## src/rtl/instruction_fetch_unit_if.sv

```systemverilog
// Fetch-stage bus: instruction-memory request/return plus the decode-side
// instruction hand-off and redirect inputs. The fetch unit uses the master modport.
interface instruction_fetch_unit_if #(
  parameter int N = 3,
  parameter int M = 15,
  parameter int L = 11,
  parameter int P = 11
);
  // Instruction memory: a request is accepted whenever imem_rd_en is high;
  // imem_data carries the word one cycle later.
  logic             imem_rd_en;
  logic [P:0]       imem_addr;
  logic [N+M+1:0]   imem_data;

  // Decode hand-off: valid/ready -- the held instruction transfers on a cycle
  // where inst_valid and dec_ready are both high, and stays stable while
  // inst_valid is high and dec_ready is low.
  logic [N:0]       opc;
  logic [M:0]       inst_left;
  logic             inst_valid;
  logic [P:0]       inst_pc;
  logic             dec_ready;

  logic             jump_imm_sel;
  logic             branch_taken;
  logic [L:0]       jump_imm;
  logic [P:0]       branch_pc;

  modport master (
    output imem_rd_en, imem_addr,
    input  imem_data,
    output opc, inst_left, inst_valid, inst_pc,
    input  dec_ready,
    input  jump_imm_sel, branch_taken, jump_imm, branch_pc
  );

  modport slave (
    input  imem_rd_en, imem_addr,
    output imem_data,
    input  opc, inst_left, inst_valid, inst_pc,
    output dec_ready,
    output jump_imm_sel, branch_taken, jump_imm, branch_pc
  );
endinterface

```

## src/rtl/instruction_fetch_unit.sv

```systemverilog
// Instruction fetch: owns the PC, issues single-cycle-latency memory reads,
// presents opc/inst_left to decode and applies jump/branch redirects.
module instruction_fetch_unit #(
  parameter int N = 3,
  parameter int M = 15,
  parameter int L = 11,
  parameter int P = 11
) (
  input  logic                      clk,
  input  logic                      rst,
  instruction_fetch_unit_if.master  bus,
  output logic                      dbg_state_o,
  output logic                      dbg_skid_valid_o
);

  if (L != P) begin : g_param_check
    $error("instruction_fetch_unit: jump_imm width must equal PC width");
  end

  typedef enum logic {
    ST_RUN   = 1'b0,
    ST_STALL = 1'b1
  } state_e;

  state_e          state_q;
  logic [P:0]      pc_q;
  logic [P:0]      pc_d;
  logic            pending_q;
  logic [P:0]      pend_pc_q;
  logic            skid_valid_q;
  logic [N+M+1:0]  skid_q;
  logic [P:0]      skid_pc_q;
  logic            inst_valid_q;
  logic [N:0]      opc_q;
  logic [M:0]      inst_left_q;
  logic [P:0]      inst_pc_q;

  logic            redirect;
  logic [P:0]      target;
  logic            hold;
  logic            rd_en;

  always_comb begin
    redirect = bus.jump_imm_sel | bus.branch_taken;
    target   = bus.jump_imm_sel ? bus.jump_imm : (bus.branch_pc + bus.jump_imm);
    hold     = inst_valid_q & ~bus.dec_ready;
    // At most one read is ever in flight: a held instruction blocks new requests,
    // so the skid buffer only ever has to absorb the single returning word.
    rd_en    = ~rst & (state_q == ST_RUN) & ~redirect & ~hold;
    pc_d     = pc_q + 1'b1;
  end

  always_ff @(posedge clk) begin
    if (rst) begin
      state_q      <= ST_RUN;
      pc_q         <= '0;
      pending_q    <= 1'b0;
      pend_pc_q    <= '0;
      skid_valid_q <= 1'b0;
      skid_q       <= '0;
      skid_pc_q    <= '0;
      inst_valid_q <= 1'b0;
      opc_q        <= '0;
      inst_left_q  <= '0;
      inst_pc_q    <= '0;
    end else if (redirect) begin
      // Whatever is returning or buffered belongs to the old path.
      pc_q         <= target;
      pending_q    <= 1'b0;
      skid_valid_q <= 1'b0;
      inst_valid_q <= 1'b0;
      state_q      <= ST_RUN;
    end else begin
      pending_q <= rd_en;
      if (rd_en) begin
        pc_q      <= pc_d;
        pend_pc_q <= pc_q;
      end
      case (state_q)
        ST_STALL: begin
          if (bus.dec_ready) begin
            opc_q        <= skid_q[N+M+1:M+1];
            inst_left_q  <= skid_q[M:0];
            inst_pc_q    <= skid_pc_q;
            inst_valid_q <= 1'b1;
            skid_valid_q <= 1'b0;
            state_q      <= ST_RUN;
          end
        end
        default: begin
          if (pending_q) begin
            if (!hold) begin
              opc_q        <= bus.imem_data[N+M+1:M+1];
              inst_left_q  <= bus.imem_data[M:0];
              inst_pc_q    <= pend_pc_q;
              inst_valid_q <= 1'b1;
            end else begin
              skid_q       <= bus.imem_data;
              skid_pc_q    <= pend_pc_q;
              skid_valid_q <= 1'b1;
              state_q      <= ST_STALL;
            end
          end else if (inst_valid_q && bus.dec_ready) begin
            inst_valid_q <= 1'b0;
          end
        end
      endcase
    end
  end

  assign bus.imem_rd_en = rd_en;
  assign bus.imem_addr  = pc_q;
  assign bus.opc        = opc_q;
  assign bus.inst_left  = inst_left_q;
  assign bus.inst_valid = inst_valid_q;
  assign bus.inst_pc    = inst_pc_q;

  assign dbg_state_o      = state_q;
  assign dbg_skid_valid_o = skid_valid_q;

endmodule

```

## src/flat_wrapper.sv

```systemverilog
// flat-port wrapper written by rule: the top's interface ports become plain ports
module instruction_fetch_unit_flat 
#(
  parameter int N = 3,
  parameter int M = 15,
  parameter int L = 11,
  parameter int P = 11
)
  (clk, rst, dbg_state_o, dbg_skid_valid_o, bus_imem_rd_en, bus_imem_addr, bus_imem_data, bus_opc, bus_inst_left, bus_inst_valid, bus_inst_pc, bus_dec_ready, bus_jump_imm_sel, bus_branch_taken, bus_jump_imm, bus_branch_pc);
  instruction_fetch_unit_if #(.N(N), .M(M), .L(L), .P(P)) bus_i ();
  input  logic clk;
  input  logic rst;
  output logic dbg_state_o;
  output logic dbg_skid_valid_o;
  output wire logic [$bits(bus_i.imem_rd_en)-1:0] bus_imem_rd_en;
  output wire logic [$bits(bus_i.imem_addr)-1:0] bus_imem_addr;
  input wire logic [$bits(bus_i.imem_data)-1:0] bus_imem_data;
  output wire logic [$bits(bus_i.opc)-1:0] bus_opc;
  output wire logic [$bits(bus_i.inst_left)-1:0] bus_inst_left;
  output wire logic [$bits(bus_i.inst_valid)-1:0] bus_inst_valid;
  output wire logic [$bits(bus_i.inst_pc)-1:0] bus_inst_pc;
  input wire logic [$bits(bus_i.dec_ready)-1:0] bus_dec_ready;
  input wire logic [$bits(bus_i.jump_imm_sel)-1:0] bus_jump_imm_sel;
  input wire logic [$bits(bus_i.branch_taken)-1:0] bus_branch_taken;
  input wire logic [$bits(bus_i.jump_imm)-1:0] bus_jump_imm;
  input wire logic [$bits(bus_i.branch_pc)-1:0] bus_branch_pc;
  assign bus_imem_rd_en = bus_i.imem_rd_en;
  assign bus_imem_addr = bus_i.imem_addr;
  assign bus_i.imem_data = bus_imem_data;
  assign bus_opc = bus_i.opc;
  assign bus_inst_left = bus_i.inst_left;
  assign bus_inst_valid = bus_i.inst_valid;
  assign bus_inst_pc = bus_i.inst_pc;
  assign bus_i.dec_ready = bus_dec_ready;
  assign bus_i.jump_imm_sel = bus_jump_imm_sel;
  assign bus_i.branch_taken = bus_branch_taken;
  assign bus_i.jump_imm = bus_jump_imm;
  assign bus_i.branch_pc = bus_branch_pc;
  instruction_fetch_unit #(.N(N), .M(M), .L(L), .P(P)) u_core (.clk(clk), .rst(rst), .bus(bus_i), .dbg_state_o(dbg_state_o), .dbg_skid_valid_o(dbg_skid_valid_o));
endmodule
```

## config.mk

```make
export PLATFORM = sky130hd
export DESIGN_NAME = instruction_fetch_unit_flat
export DESIGN_NICKNAME = d
export VERILOG_FILES = /design/src/rtl/instruction_fetch_unit_if.sv /design/src/rtl/instruction_fetch_unit.sv /design/src/flat_wrapper.sv
export SDC_FILE = /design/constraint.sdc
export NUM_CORES = 1
export LEC_CHECK = 0
export CAP_MARGIN = 20
export CORE_AREA = 2 2 115 84
export CTS_CLUSTER_SIZE = 24
export DETAILED_ROUTE_END_ITERATION = 8
export DIE_AREA = 0 0 117 86
export DONT_BUFFER_PORTS = 1
export GPL_TIMING_DRIVEN = 0
export SYNTH_ARGS = -nofsm -noshare
export SYNTH_HDL_FRONTEND = slang
export SYNTH_SLANG_ARGS = --single-unit
export TNS_END_PERCENT = 10
```

## constraint.sdc

```tcl
create_clock -name clk -period 2.3 [get_ports clk]
set_input_delay 0.345 -clock clk [delete_from_list [all_inputs] [get_ports clk]]
set_output_delay 0.345 -clock clk [all_outputs]
set_load 0.05 [all_outputs]
```

==> key figures, run 1 <==
Route
  • Remaining DRCs: 0
  • Routed length per placed instance: roughly 17 um
  • DRT iter0 DRCs: 216
  • Post-route antenna net violation count: 0
  • Pre-antenna DRT Iters: 4
  • Final WL: 11520 um
  • Via count: 3827
  • Vias per cell: 5.720

Final layout
  • Ant. Diodes: 0
  • Fillers: around 860
  • Final Non-Filler Cells: roughly 670
  • Final Cell Area: about 0.0048 mm2
  • Layout Area Growth over Synthesis: 11.07%
  • Final nets: 603
  • Share of layout cells above drive strength 1: under 10%

Synth
  • Ys async rst share: 0%
  • Synth area leaders: dfxtp_1, nand2_1, mux2i_1
  • EDFF count, synth: 0
  • Share of the synthesized area in the top cell type: 42.23%
  • Distinct cells, synth: 49
  • Seq/Total Area, Yosys: roughly 42%
  • Syn_area_per_cell: roughly 8.2 um2
  • Mapped Cells: between 500 and 600
  • Synth Cell Area: 0.004362 mm2
  • Synth Net Count: just under 600
  • YS warnings: 0
  • Main flop type after synthesis: dfxtp_1
  • Area leader, netlist: dfxtp_1
  • #FFs+latches synth: between 90 and 100

Setup path
  • Worst Path Arrival: 1950 ps
  • Worst-path fanout max: 10
  • CP endpoint kind: output pin
  • CP startpoint kind: flip-flop
  • Crit-path max cell delay: ~520 ps
  • CP Depth: 5
  • FF-to-FF path depth: 7
  • Worst path slowest cell: or4_1
  • CP Buf/Inv Count: 3
  • WS Path Type: reg -> out
  • Crit path cell chain: or4_1 > or2_4 > inv_2 > buf_8 > buf_12
  • CP top delay family: simple AND/OR/NAND/NOR gates
  • Required time worst endpoint: approximately 2000 ps

STA
  • Final period utilization: between 90 and 100%
  • Slew Limit Fails: 0
  • Worst-margin pin slew: between 800 and 900 ps
  • Rel. slew slack: 45.96%
  • Setup TNS: 0 ps
  • Fmax: approximately 0.44 GHz
  • Worst Setup Slack, final: 2.989 ps
  • Final Skew: 4.315 ps
  • Final hold vios: 0
  • Final setup violation count: 0
  • RSZ-0062 raised after global routing: yes
  • Post-layout min period: between 2000 and 2500 ps

Power and ir drop
  • Total power: around 0.0036 W
  • Peak supply drop: a little over 0.4 mV
  • Leak pwr: around 1.6 nW
  • PwrDens: roughly 740 mW/mm2

Floorplanning
  • Die area: roughly 0.01 mm2
  • Die Span X: 117 um
  • Initial core utilization: a little under 50%
  • Rows: 29
  • Die H: 86 um
  • Core box area: a little under 0.009 mm2
  • Boundary pin count: 97

Clocking
  • Root buffer cell: clkbuf_16
  • Clk sink count: 92
  • Post CTS Setup Buffer Count: 0
  • Worst-Skew Late Latency: about 340 ps
  • CTS H-tree lvls: 3
  • Clock Path Buffers: 2
  • Clock Pin Slew Worst Setup and Hold Paths: about 60 ps
  • CTS tree: done
  • Total CTS buffers: 9

Placed design
  • Placed Area: approximately 0.0045 mm2
  • Placed cell count: around 660
  • PortBufs: 0
  • Post-DP HPWL: between 8000 and 9000 um
  • Pre-CTS WS: -555.0 ps
  • Routability cong.: roughly 0.9

GRT
  • Busiest layer in global routing: met1
  • Vias in the first global route: 3612
  • Total gr overflow: 0
  • Largest net degree at the start of global routing: 15
  • M3 GR Usage: a little under a tenth
  • GRT Util Overall: between 20% and 30%
  • Initial antenna violation count: 0
  • Met1 Usage GRT: between 30% and 40%
  • Met2 GRT Util: between 30% and 40%
  • First-pass GRT wire length: between 15000 and 20000 um

Status
  • Status: finished, final reports clean

Hold path
  • Hold Crit Depth: 1
  • Hold Path Class: in -> reg

Run
  • Max-cap check violation count: 0
==> cell families after synthesis <==
logic type      Yosys count  share of synthesized area (%)
flops                    92                          42.23
fa+ha+maj                13                          3.901
xor+xnor                 11                          2.209
simple gates            209                          20.97
compound gates          128                          18.90
mux                      34                          7.803
buf+inv                  44                          3.987
==> cells in the mapped netlist, types with 4 or more instances <==
cell type / number
o21a_1: 4
xor2_1: 4
nand2_1: 112
mux2i_1: 34
clkbuf_1: 23
dfxtp_1: 92
nor2_1: 48
nand3b_1: 11
buf_1: 9
a21oi_1: 46
nor3_1: 11
nand4_1: 6
o21ai_0: 17
o22ai_1: 4
xnor2_1: 7
a211oi_1: 37
nand3_1: 6
ha_1: 12
inv_1: 8
==> state kept, by name, indices dropped and copies added (netlist names), 4 cells and up <==
name                  flops
u_core.bus.inst_left     16
u_core.bus.opc            4
u_core.bus.imem_addr     12
u_core.bus.inst_pc       12
u_core.skid_q            20
u_core.pend_pc_q         12
u_core.skid_pc_q         12
==> power breakdown <==
| part | internal, W | switching [W] |
|---|---|---|
| logic | 0.000125 | 0.000183 |
| registers | 0.00163 | 0.000166 |
| clock network | 0.000864 | 0.000615 |
==> what timing repair did <==
action / in CTS / in global routing
resized for setup: 12 / 4
hold endpoints to repair: 0 / 0
hold buffers: 0 / 0
pin swaps: 1 / 1
setup endpoints to repair: 46 / 4
==> metal layers <==
metal / share of wire [%] / wire, um
met1: 48 / 5512
met2: 41 / 4772
met3: 10 / 1154
met4: 0.72 / 83
met5: 0 / 0
==> layout make-up <==
cell class	instances	area, um2	share of cell area (%)
flip-flops and latches	92	1849	38.17
clock buffers	11	242.7	5.010
well taps	124	155.1	3.202
clock inverters	4	50.05	1.033
multi-input cells	395	2349	48.48
inverters	10	37.54	0.7748
plain buffers	33	161.4	3.332
==> worst register-to-register path, delay by kind of cell (launching register included) <==
family,cells,cell delay [ps]
flops,1,410
buf+inv,1,150
xor+xnor,1,190
compound gates,1,300
simple gates,4,1060
==> layout by cell type, fill, tap and decap left out, drive strengths merged, types with 2 or more instances in the layout <==
cell / Yosys / final
xor2: 4 / 4
clkinv: 2 / 3
o21a: 4 / 4
clkbuf: 23 / 33
nand4: 6 / 6
nand3: 6 / 6
nand2: 112 / 112
xnor2: 7 / 7
or2: 2 / 2
mux2i: 34 / 34
o21bai: 2 / 2
nand3b: 11 / 11
nor2b: 3 / 3
a211o: 2 / 2
ha: 12 / 12
o21ai: 17 / 17
buf: 11 / 11
and3: 3 / 3
nor2: 48 / 48
or3: 2 / 2
a21oi: 46 / 46
a211oi: 37 / 37
dfxtp: 92 / 92
o22ai: 4 / 4
nor3: 12 / 12
inv: 8 / 8
o31a: 2 / 2
o211ai: 2 / 2
a2111oi: 2 / 2
clkinvlp: 0 / 2
==> stage by stage <==
stage               hold slack (ps)  utilization, %
floorplan                     424.2               -
global placement              427.7           50.82
detailed placement            429.1           50.82
CTS                           54.74           54.40
global route                  51.26           54.50
finish                        63.10           54.50
==> worst paths after layout <==
check	startpoint	end	slack [ps]
max	u_core.dbg_state_o$_SDFF_PP0_	bus_imem_rd_en	3
min	bus_dec_ready	u_core.dbg_state_o$_SDFF_PP0_	60
max reg2reg	u_core.dbg_state_o$_SDFF_PP0_	u_core.bus.imem_addr[9]$_SDFFE_PP0P_	90
min reg2reg	u_core.skid_pc_q[4]$_SDFFE_PP0P_	u_core.skid_pc_q[4]$_SDFFE_PP0P_	450
Note: power is estimated with default switching activity, not from simulation.
==> inputs of run 2 (changes only) <==
--- a/config.mk
+++ b/config.mk
@@ -12,7 +12,7 @@
 export DIE_AREA = 0 0 117 86
 export DONT_BUFFER_PORTS = 1
+export GPL_ROUTABILITY_DRIVEN = 0
 export GPL_TIMING_DRIVEN = 0
 export SYNTH_ARGS = -nofsm -noshare
 export SYNTH_HDL_FRONTEND = slang
 export SYNTH_SLANG_ARGS = --single-unit
-export TNS_END_PERCENT = 10
==> constraint.sdc (replaced) <==
create_clock -name clk -period 2.3 [get_ports clk]
set_input_delay 0.345 -clock clk [delete_from_list [all_inputs] [get_ports clk]]
set_output_delay 0.345 -clock clk [all_outputs]
set_load 0.01 [all_outputs]
==> key figures, run 2 (synthesized netlist as in run 1, its figures left out) <==
Power and ir drop
  • Internal: 0.002817 W (was 0.002622 W)
  • Peak supply drop: 0.5451 mV (was 0.4053 mV)
  • Leak pwr: 1.636 nW (was 1.611 nW)
  • Sequential Power Share: 46.6% (was 50.2%)
  • Total power: 0.003661 W (was 0.003586 W)
  • Part of the power in the clock network: 45.1% (was 41.2%)
  • NetSw: 0.0008443 W (was 0.0009638 W)
  • Sw frac: 23.06% (was 26.88%)
  • Logic gate share of total power: 8.3% (was 8.6%)
  • PwrDens: 750.7 mW/mm2 (was 740.2 mW/mm2)

Setup path
  • Most used cell, CP: buf_6
  • Worst path slowest cell: or4_1 (unchanged)
  • FF-to-FF path depth: 7 (unchanged)
  • Worst-path fanout max: 10 (unchanged)
  • Crit. Startpoint: u_core.dbg_state_o$_SDFF_PP0_ (unchanged)
  • CP Depth: 5 (unchanged)
  • CP startpoint kind: flip-flop (unchanged)
  • Required time worst endpoint: 1960 ps (about the same)
  • Worst Path Arrival: 1860 ps (was 1950 ps)
  • WS Path Type: reg -> out (unchanged)
  • Crit-path max cell delay: 500 ps (was 520 ps)
  • R2R Setup Slk: 180 ps (was 90 ps)
  • Reg-to-Reg End: u_core.bus.imem_addr[9]$_SDFFE_PP0P_ (unchanged)
  • FF-to-FF Start: u_core.dbg_state_o$_SDFF_PP0_ (unchanged)
  • Crit path cell chain: or4_1 > or2_1 > inv_2 > buf_6 > buf_6 (was or4_1 > or2_4 > inv_2 > buf_8 > buf_12)
  • CP top delay family: simple AND/OR/NAND/NOR gates (unchanged)
  • CP endpoint kind: output pin (unchanged)
  • CP Buf/Inv Count: 3 (unchanged)

GRT
  • Vias in the first global route: 3586 (was 3612)
  • Largest net degree at the start of global routing: 15 (unchanged)
  • Initial antenna violation count: 0 (unchanged)
  • First-pass GRT wire length: 18280 um (was 18650 um)
  • Total gr overflow: 0 (unchanged)
  • GRT Util Overall: 23.84% (was 24.29%)

Status
  • Status: finished, final reports clean (unchanged)

Floorplanning
  • Die Span X: 117 um (unchanged)
  • Initial core utilization: 49.06% (unchanged)
  • Core box area: 0.008890 mm2 (unchanged)
  • Boundary pin count: 97 (unchanged)
  • Die area: 0.01006 mm2 (unchanged)
  • Die H: 86 um (unchanged)
  • Rows: 29 (unchanged)

Final layout
  • Commonest non-fill, non-tap cell in the layout: nand2_1 (unchanged)
  • Largest register FFs: 20 (unchanged)
  • Final nets: 605 (was 603)
  • Layout Area Growth over Synthesis: 11.82% (was 11.07%)
  • Fillers: 862 (was 855)
  • Ant. Diodes: 0 (unchanged)
  • Final Non-Filler Cells: 672 (was 669)
  • Most frequent cells in the layout: nand2_1, dfxtp_1, nor2_1 (unchanged)
  • Share of layout cells above drive strength 1: 4.745% (was 5.321%)
  • Biggest register: u_core.skid_q (unchanged)

STA
  • Worst Setup Slack, final: 96.05 ps (was 2.989 ps)
  • Post-layout min period: 2204 ps (was 2297 ps)
  • Rel. slew slack: 49.64% (was 45.96%)
  • Final hold vios: 0 (unchanged)
  • Setup TNS: 0 ps (unchanged)
  • Slew Limit Fails: 0 (unchanged)
  • Fmax: 0.4537 GHz (was 0.4353 GHz)
  • Final setup violation count: 0 (unchanged)
  • Worst-margin pin slew: 755.5 ps (was 810.6 ps)
  • Final Skew: 4.065 ps (was 4.315 ps)
  • RSZ-0062 raised after global routing: no (was yes)
  • Final period utilization: 95.82% (was 99.87%)

Route
  • Remaining DRCs: 0 (unchanged)
  • Post-route antenna net violation count: 0 (unchanged)
  • Final WL: 11460 um (was 11520 um)
  • Via count: 3848 (was 3827)
  • Vias per cell: 5.726 (was 5.720)
  • Routed length per placed instance: 17.05 um (was 17.22 um)
  • DRT iter0 DRCs: 251 (was 216)
  • Pre-antenna DRT Iters: 4 (unchanged)

Clocking
  • Worst-Skew Late Latency: 330 ps (was 340 ps)
  • Clock Pin Slew Worst Setup and Hold Paths: 60 ps (about the same)
  • Clk sink count: 92 (unchanged)
  • CTS H-tree lvls: 3 (unchanged)
  • Clock Path Buffers: 2 (unchanged)
  • CTS tree: done (unchanged)
  • Hold_buf cts: 0 (unchanged)
  • Total CTS buffers: 9 (unchanged)
  • Root buffer cell: clkbuf_16 (unchanged)

Run
  • Max-cap check violation count: 0 (unchanged)

Hold path
  • Hold Path Class: in -> reg (unchanged)
  • Hold endpoint: u_core.dbg_state_o$_SDFF_PP0_ (unchanged)
  • Min-delay src: bus_dec_ready (unchanged)
  • Hold Crit Depth: 1 (unchanged)

Placed design
  • Pre-CTS WS: -309.6 ps (was -555.0 ps)
  • Post-DP HPWL: 8638 um (was 8674 um)
  • PortBufs: 0 (unchanged)
  • Placed cell count: 655 (unchanged)
run 2: cell count changes in the layout (fill, tap and decap cells not counted), sizes merged:
cell	delta
buf	+2
clkinvlp	-2
clkinv	+1
bufinv	+2
run 2: how the worst max path moves through the flow:
| stage | endpoint |
|---|---|
| after floorplan | u_core.bus.imem_addr[9]$_SDFFE_PP0P_ |
| after global placement | u_core.bus.inst_left[12]$_SDFFE_PP0P_ |
| after detailed placement | u_core.bus.inst_left[9]$_SDFFE_PP0P_ |
| after CTS | bus_imem_rd_en |
| after global routing | bus_imem_rd_en |
| final | bus_imem_rd_en |
run 2: cell type report:
class,count,area [um2],share of cell area [%]
Inverter,10,37.54,0.7696
Tap cell,124,155.1,3.181
Clock inverter,5,100.1,2.052
Buffer,33,147.6,3.027
Clock buffer,11,232.7,4.772
Multi-Input combinational cell,395,2346,48.10
Timing Repair Buffer,2,15.01,0.3079
Sequential cell,92,1843,37.79
run 2: routing by layer:
metal / vias up / GRT usage [%] / wire [um]
met2: 131 / 34.00 / 4723
met3: 11 / 8.551 / 1076
met5: - / 0 / 0
li1: 1897 / - / -
met4: 0 / 5.882 / 128
met1: 1809 / 34.32 / 5531
run 2: what timing repair did:
item | in CTS | in global routing
pin swaps | 0 | 2
endpoints found under the setup margin | 33 | 2
buffers inserted | 0 | 2
resized for setup | 6 | 2
hold endpoints to repair | 0 | 0
run 2: per-stage QoR:
stage          hold slack, ps  utilization, %  instance area (um2)
6_report                70.97           54.86                 4877
3_3_place_gp            428.3           50.81                 4517
3_5_place_dp            429.3           50.81                 4517
2_1_floorplan           424.2               -                 4362
4_1_cts                 67.04           54.64                 4857
5_1_grt                 55.17           54.86                 4877
run 2: power groups by stage:
stage | clock (W) | sequential, W | combinational (W)
after global routing | 0.00175 | 0.00171 | 0.000345
final | 0.00165 | 0.00171 | 0.000305
after floorplan | 0 | 0.00172 | 0.000233
after CTS | 0.00168 | 0.00171 | 0.000300
after global placement | 0 | 0.00174 | 0.000292
after detailed placement | 0 | 0.00174 | 0.000297
run 2: worst register-to-register path, stage by stage (launching register included):
cell and delay [ps]:
dfxtp_2 350, or4_1 500, or2_1 260, buf_6 170, nor3_4 170, nand3_1 120, xor2_1 170, a2111oi_2 280
